==> src/rtl/logic_unit_pkg.sv <==
// logic_unit_pkg: shared definitions for the pipelined logic unit.
//   - 3-bit opcode encodings (LU_AND .. LU_PASSB)
//   - bit positions of the zero/parity flags inside a stage's flag field
//   - pack_flags(): builds that flag field from the individual flags
package logic_unit_pkg;

  localparam logic [2:0] LU_AND   = 3'b000;
  localparam logic [2:0] LU_OR    = 3'b001;
  localparam logic [2:0] LU_NAND  = 3'b010;
  localparam logic [2:0] LU_NOR   = 3'b011;
  localparam logic [2:0] LU_XOR   = 3'b100;
  localparam logic [2:0] LU_XNOR  = 3'b101;
  localparam logic [2:0] LU_NOT   = 3'b110;
  localparam logic [2:0] LU_PASSB = 3'b111;

  localparam int FLAG_ZERO   = 0;
  localparam int FLAG_PARITY = 1;
  localparam int FLAG_W      = 2;

  // Place the zero and parity flags at their fixed positions.
  function automatic logic [FLAG_W-1:0] pack_flags(input logic zero, input logic parity);
    logic [FLAG_W-1:0] f;
    f              = {FLAG_W{1'b0}};
    f[FLAG_ZERO]   = zero;
    f[FLAG_PARITY] = parity;
    return f;
  endfunction

endpackage

==> src/rtl/logic_pipe_stage.sv <==
// logic_pipe_stage: one register slice of the logic-unit pipeline.
// Ports:
//   CLK, RST        clock, synchronous active-high reset
//   stall           hold every register when 1
//   in_valid/data/flags    slice input
//   out_valid/data/flags   registered slice output
// Data and flags load only with a valid entry, so a bubble leaves the last
// result in place (logic_out holds while logic_flag=0).
import logic_unit_pkg::*;

module logic_pipe_stage #(
  parameter int WIDTH = 16
) (
  input  logic              CLK,
  input  logic              RST,
  input  logic              stall,
  input  logic              in_valid,
  input  logic [WIDTH-1:0]  in_data,
  input  logic [FLAG_W-1:0] in_flags,
  output logic              out_valid,
  output logic [WIDTH-1:0]  out_data,
  output logic [FLAG_W-1:0] out_flags
);

  // Slice register: reset, hold on stall, otherwise shift forward.
  always_ff @(posedge CLK) begin
    if (RST) begin
      out_valid <= 1'b0;
      out_data  <= {WIDTH{1'b0}};
      out_flags <= {FLAG_W{1'b0}};
    end else if (!stall) begin
      out_valid <= in_valid;
      if (in_valid) begin
        out_data  <= in_data;
        out_flags <= in_flags;
      end
    end
  end

endmodule

==> src/rtl/logic_unit_pipe.sv <==
// logic_unit_pipe: pipelined bitwise logic unit with valid/ready handshake.
// Ports:
//   CLK, RST       clock, synchronous active-high reset
//   logic_enable   request valid (accepted when logic_enable && logic_ready)
//   alu_fun        opcode (see logic_unit_pkg)
//   chain          1 = operand A replaced by the accumulator
//   A, B           operands
//   out_ready      downstream can take a result this cycle
//   logic_ready    unit can accept a request this cycle
//   logic_flag     logic_out valid
//   logic_out      result
//   zero_flag      logic_out == 0, qualified by logic_flag
//   parity_flag    XOR-reduce of logic_out
// The result and flags are computed at the input and registered into stage
// 1; the remaining stages only delay them.
import logic_unit_pkg::*;

module logic_unit_pipe #(
  parameter int WIDTH  = 16,
  parameter int STAGES = 2
) (
  input  logic             CLK,
  input  logic             RST,
  input  logic             logic_enable,
  input  logic [2:0]       alu_fun,
  input  logic             chain,
  input  logic [WIDTH-1:0] A,
  input  logic [WIDTH-1:0] B,
  input  logic             out_ready,
  output logic             logic_ready,
  output logic             logic_flag,
  output logic [WIDTH-1:0] logic_out,
  output logic             zero_flag,
  output logic             parity_flag
);

  logic [WIDTH-1:0]  acc_r;
  logic [WIDTH-1:0]  op_a_s;
  logic [WIDTH-1:0]  result_s;
  logic              stall_s;
  logic              accept_s;

  // Index 0 is the pipeline input, index STAGES the output slice.
  logic              valid_s [0:STAGES];
  logic [WIDTH-1:0]  data_s  [0:STAGES];
  logic [FLAG_W-1:0] flags_s [0:STAGES];

  // Stall only when the last slice holds an untaken result.
  assign stall_s     = valid_s[STAGES] && !out_ready;
  assign logic_ready = !stall_s;
  assign accept_s    = logic_enable && logic_ready;

  assign op_a_s = chain ? acc_r : A;

  // Opcode decode.
  always_comb begin
    result_s = {WIDTH{1'b0}};
    case (alu_fun)
      LU_AND:   result_s = op_a_s & B;
      LU_OR:    result_s = op_a_s | B;
      LU_NAND:  result_s = ~(op_a_s & B);
      LU_NOR:   result_s = ~(op_a_s | B);
      LU_XOR:   result_s = op_a_s ^ B;
      LU_XNOR:  result_s = ~(op_a_s ^ B);
      LU_NOT:   result_s = ~op_a_s;
      LU_PASSB: result_s = B;
      default:  result_s = {WIDTH{1'b0}};
    endcase
  end

  assign valid_s[0] = logic_enable;
  assign data_s[0]  = result_s;
  assign flags_s[0] = pack_flags(~|result_s, ^result_s);

  // Accumulator tracks the last accepted result; frozen during stall.
  always_ff @(posedge CLK) begin
    if (RST) begin
      acc_r <= {WIDTH{1'b0}};
    end else if (accept_s) begin
      acc_r <= result_s;
    end
  end

  for (genvar i = 0; i < STAGES; i++) begin : g_stage
    logic_pipe_stage #(.WIDTH(WIDTH)) u_stage (
      .CLK       (CLK),
      .RST       (RST),
      .stall     (stall_s),
      .in_valid  (valid_s[i]),
      .in_data   (data_s[i]),
      .in_flags  (flags_s[i]),
      .out_valid (valid_s[i+1]),
      .out_data  (data_s[i+1]),
      .out_flags (flags_s[i+1])
    );
  end

  assign logic_flag  = valid_s[STAGES];
  assign logic_out   = data_s[STAGES];
  assign zero_flag   = flags_s[STAGES][FLAG_ZERO] & valid_s[STAGES];
  assign parity_flag = flags_s[STAGES][FLAG_PARITY];

endmodule
==> config.mk <==
export PLATFORM = sky130hd
export DESIGN_NAME = logic_unit_pipe
export DESIGN_NICKNAME = d
export VERILOG_FILES = /design/src/rtl/logic_unit_pkg.sv /design/src/rtl/logic_pipe_stage.sv /design/src/rtl/logic_unit_pipe.sv
export SDC_FILE = /design/constraint.sdc
export NUM_CORES = 1
export LEC_CHECK = 0
export BUFFER_PORTS_ARGS = -buffer_cell sky130_fd_sc_hd__buf_4
export CORE_ASPECT_RATIO = 0.5
export CORE_MARGIN = 5
export CORE_UTILIZATION = 35
export CTS_BUF_LIST = sky130_fd_sc_hd__clkbuf_16
export CTS_CLUSTER_DIAMETER = 200
export DETAILED_ROUTE_END_ITERATION = 7
export SLEW_MARGIN = 20
export SYNTH_ARGS = -nofsm -noshare
export SYNTH_HDL_FRONTEND = slang
export SYNTH_HIERARCHICAL = 1
export SYNTH_SLANG_ARGS = --single-unit
==> constraint.sdc <==
create_clock -name CLK -period 4.25 [get_ports CLK]
set_input_delay 0.425 -clock CLK [delete_from_list [all_inputs] [get_ports CLK]]
set_output_delay 0.425 -clock CLK [all_outputs]
set_load 0.005 [all_outputs]
Word level (Yosys, flattened, before mapping)
Index checks and enable logic that the tools add are counted.

Equality and inequality tests: 7. Multiplexer cells: 2. Bitwise logic cells: 9. Reductions and logical operators: 10.

Operator list (number): case mux 16 bit (8 select lines) (1); inverter 16 bit (4); bitwise AND 16 bit (1); two-way mux 16 bit (1); bitwise OR 16 bit (1); OR reduction 16 bit (1); XOR reduction 16 bit (1); XOR 16 bit (1); == test 3 bit (second input constant) (4); == test 3 x 2 -> 1 bit (second input constant) (2); AND reduction 2 bit (2); == test 3 x 1 -> 1 bit (second input constant) (1); logical NOT 1 bit (3); logical NOT 3 bit (1); logical AND 1 bit (2); bitwise AND 1 bit (1); inverter 1 bit (1).

Register bits after elaboration: 54. Output and inout port bits: 20. Logic and storage cells: 35.

Logic depth before layout (Yosys ltp)
Word-level depth: 6. Depth in mapped cells: 15. Depth with buffers taken out: 13.

Modules after synthesis
Netlist, hierarchy kept.

Modules (own cells, without submodules): logic_unit_pipe (instances 1, cells each 379, area an instance 2830.2 um^2, sequential area each 320.3 um^2); logic_pipe_stage (instances 2, cells each 85, area an instance 877.1 um^2, sequential area each 380.4 um^2).

Worst setup path before layout
Ideal clock, no wire load.

Path type: input to register. Start: input chain. End: register g_stage[0].u_stage.out_flags[1]. Arrival: 3.088 ns. Required time: 4.181 ns. Slack: 1.093 ns. Stages on the path: 15. Path buffers: 2. Path through: buf_4 > buf_2 > mux2_2 > inv_1 > ha_1 > or3b_2 > o211ai_1 > o21ai_0 > o21a_1 > ha_1 > xnor2_1 > xnor2_1 > xnor2_1 > nand4bb_1 > o21ai_1.

RTL lines: start: declaration (line logic_unit_pipe.sv:26) `input logic chain,`; end signal: assignment (line logic_pipe_stage.sv:30) `out_flags <= {FLAG_W{1'b0}};`; end signal: assignment (line logic_pipe_stage.sv:35) `out_flags <= in_flags;`; end: declaration (line logic_pipe_stage.sv:22) `output logic [FLAG_W-1:0] out_flags`.

==> results.cfg <==
[timing]
post-route-min-period_ns = 3.04
hold_slack_ns = 0.466
highest_achievable_clock_rate_mhz = 328
setup-tns-final_ns = 0
count_of_pins_over_their_slew_limit = 0
relSlewSlack_pct = 30.2
worstMarginPinSlew_ns = 1.04
finalClockSkew_ns = 0.0136
setup_viol_count_final = 0
grt_setup_unrepaired = no
hold_viol = 0
final_min_period_over_clock_period_pct = 71.6

[synthesis]
yosys.area.top_type = dfxtp_1
yosysSeqAreaShare_pct = 23.6
netlist_top_cells_area = dfxtp_1 (24%), ha_1 (11%), nand4bb_1 (8.8%), o211ai_1 (5.9%), nand2b_1 (5.5%)
synth_enable_flop_cells = 0
synthTopCellsByCount = dfxtp_1 (54), o21ai_1 (41), ha_1 (40), nand2b_1 (40), inv_1 (39)
post_synth_num_cell_types = 38
post_synthesis_area_per_instance_sq_um = 8.35
yosysTopAreaCellShare_pct = 23.6
yosysWarnings = 6
synth-async-reset-ratio_pct = 0
total_of_flip_flops_plus_latches_after_synthesis = 54
postSynth.topFlopCell = dfxtp_1
postSynthCellCount = 549
post_synth_instance_area_sq_um = 4580
synth_most_common_cell = dfxtp_1
mappedNetlistNets = 629

[global_route]
gr-total-overflow = 0
global_route_wire_length_before_repair_um = 20000
grt_busiest_layer = met2
grt.total_usage_pct = 15.7
gr_met3_demand_resource_pct = 3.06
grt_antenna_before_repair = 0
use_met1_pct = 23.4
grt_max_degree = 78
via_count_of_the_first_global_routing_pass = 3797
globalRouteMet2Util_pct = 24.0

[cells_and_area]
fillers = 1297
num-nets-final = 657
areaGrowthSynthToFinish_pct = 13.0
multi_input_area_sq_um = 3100
layout_cell_share_with_drive_strength_beyond_1_pct = 17.3
n_antenna_cell = 0
ff_latch_area_sq_um = 1080
utilization_pct = 40.7

[worst_setup_path]
timing.critical_path.arrival_ns = 3.29
ff2ff_path_depth = 13
worstPathRequired_ns = 4.49
criticalPathCategory = input port to flip-flop
setup.worst_path.start_class = input port
worst-path-max-fanout = 16
category_of_the_worst_setup_path_capture_point = flip-flop

[die]
floorplan.initialDensity_pct = 36.0
die-height_um = 90.9
die_width_um = 172
core-area_sq_um = 12700
rows = 29
io_pins = 60
floorplan.die_area_sq_um = 15600

[flow_run]
max_cap_viol_count = 0

[cts]
cts-hold-fix-buffers = 0
cts_post_setup_buffers_inserted = 0
cts-resized-gates = 0
clock-root-buffer = clkbuf_16
htree_num_levels = 2
clk_path_buf_depth = 2
worst_skew_pair.late_latency_ns = 0.30
cts.sinks = 54
clock_tree_from_tritoncts = built
cts-buffers-inserted = 5
clk_pin_slew_worst_paths_ns = 0.08

[place]
finalWeightedCongestion = 0.845
detailedPlacementHpwl_um = 8530
numPortBuffers = 59

[detailed_routing]
post_route_drc_violation_count = 0
initialDrtViolationCount = 323
post_drt_via_cell_ratio = 5.44
drtAntennaViolNets = 0
route.vias.total = 4064
drt-total-wl_um = 12300
dr.pass1.iters = 4
avgRoutedWirePerCell_um = 16.5

[hold_path]
timing.hold.worst_path_depth = 2
min-delay-path-class = flip-flop to flip-flop

[power_and_ir_drop]
total_leakage_power_nw = 2.03
p_total_mw = 1.57
vdd_drop_max_v = 0.000162
power_dens_cells_nw_per_um2 = 302

[outcome]
outcome = finished clean
## registers in the layout (all words and copies together) (netlist names)
register,flops
acc_r,16
g_stage.u_stage/out_valid,2
g_stage.u_stage/out_data,32
g_stage.u_stage/out_flags,4
## cell families (layout without fill, tap and decap cells)
| kind of cell | Yosys count | count (layout) | synth area share, % |
|---|---|---|---|
| AO/OA/AOI/OAI | 164 | 164 | 22.5 |
| AND/OR/NAND/NOR | 174 | 174 | 25.4 |
| XOR/XNOR | 11 | 11 | 2.10 |
| flip-flops | 54 | 54 | 23.6 |
| buffers and inverters | 82 | 110 | 9.06 |
| adder cells (fa/ha/maj) | 40 | 40 | 10.9 |
| multiplexers | 24 | 24 | 6.47 |
## cell usage in the layout, fill, tap and decap left out, types with 6 or more instances in the layout
cell / n
o21a_1: 18
dfxtp_1: 54
buf_4: 64
a211oi_1: 12
nand4bb_1: 36
and2_1: 13
nor2_1: 17
or3b_1: 6
nand2_1: 33
o211ai_1: 36
mux2_2: 15
o21ai_1: 41
o21ai_0: 38
ha_1: 40
mux2i_1: 6
xnor2_1: 7
o22ai_1: 12
nand2b_1: 40
nand3_1: 13
or3b_2: 6
inv_1: 39
## per-layer routing
layer  share of wire (%)  wire, um
met5                   0         0
met1                  49      6090
met2                  43      5330
met3                 6.7       828
met4                0.64        79
## stage by stage
stage / cells / area [sq um] / setup slack (ns)
6_report: 747 / 5180 / 1.21
5_1_grt: 747 / 5180 / 1.03
4_1_cts: 747 / 5180 / 1.24
3_5_place_dp: 740 / 5020 / 0.921
3_3_place_gp: 740 / 5020 / 1.00
2_1_floorplan: 549 / 4580 / 1.09
## worst max-delay path: stages
cell       delay (ns)
buf_4            0.27
mux2_2           0.40
inv_1            0.07
ha_1             0.23
or3b_2           0.45
o211ai_1         0.13
o21ai_0          0.16
o21a_1           0.15
ha_1             0.30
xnor2_1          0.19
xnor2_1          0.16
xnor2_1          0.16
nand4bb_1        0.11
o21ai_1          0.08
## path summary, 6_finish.rpt
path / slack, ns / from / to
setup / recovery: 1.21 / chain / g_stage[0].u_stage/out_flags[1]
hold reg to reg: 0.47 / g_stage[1].u_stage/out_data[6] / g_stage[1].u_stage/out_data[6]
setup reg to reg: 1.40 / acc_r[14] / g_stage[0].u_stage/out_flags[1]
hold / removal: 0.47 / g_stage[1].u_stage/out_data[6] / g_stage[1].u_stage/out_data[6]
## area by class of cell
class / count / share of cell area, %
sequential: 54 / 20.9
tap: 170 / 4.10
clock buffer: 5 / 2.41
inverter: 39 / 2.82
multi-input combinational: 413 / 59.8
timing repair buffer: 64 / 9.27
clock inverter: 2 / 0.748
## power breakdown
group | switching, mW | total (mW) | internal, mW
logic | 0.276 | 0.516 | 0.240
clock network | 0.201 | 0.478 | 0.277
registers | 0.0266 | 0.574 | 0.547
Note: power is estimated with default switching activity, not from simulation.
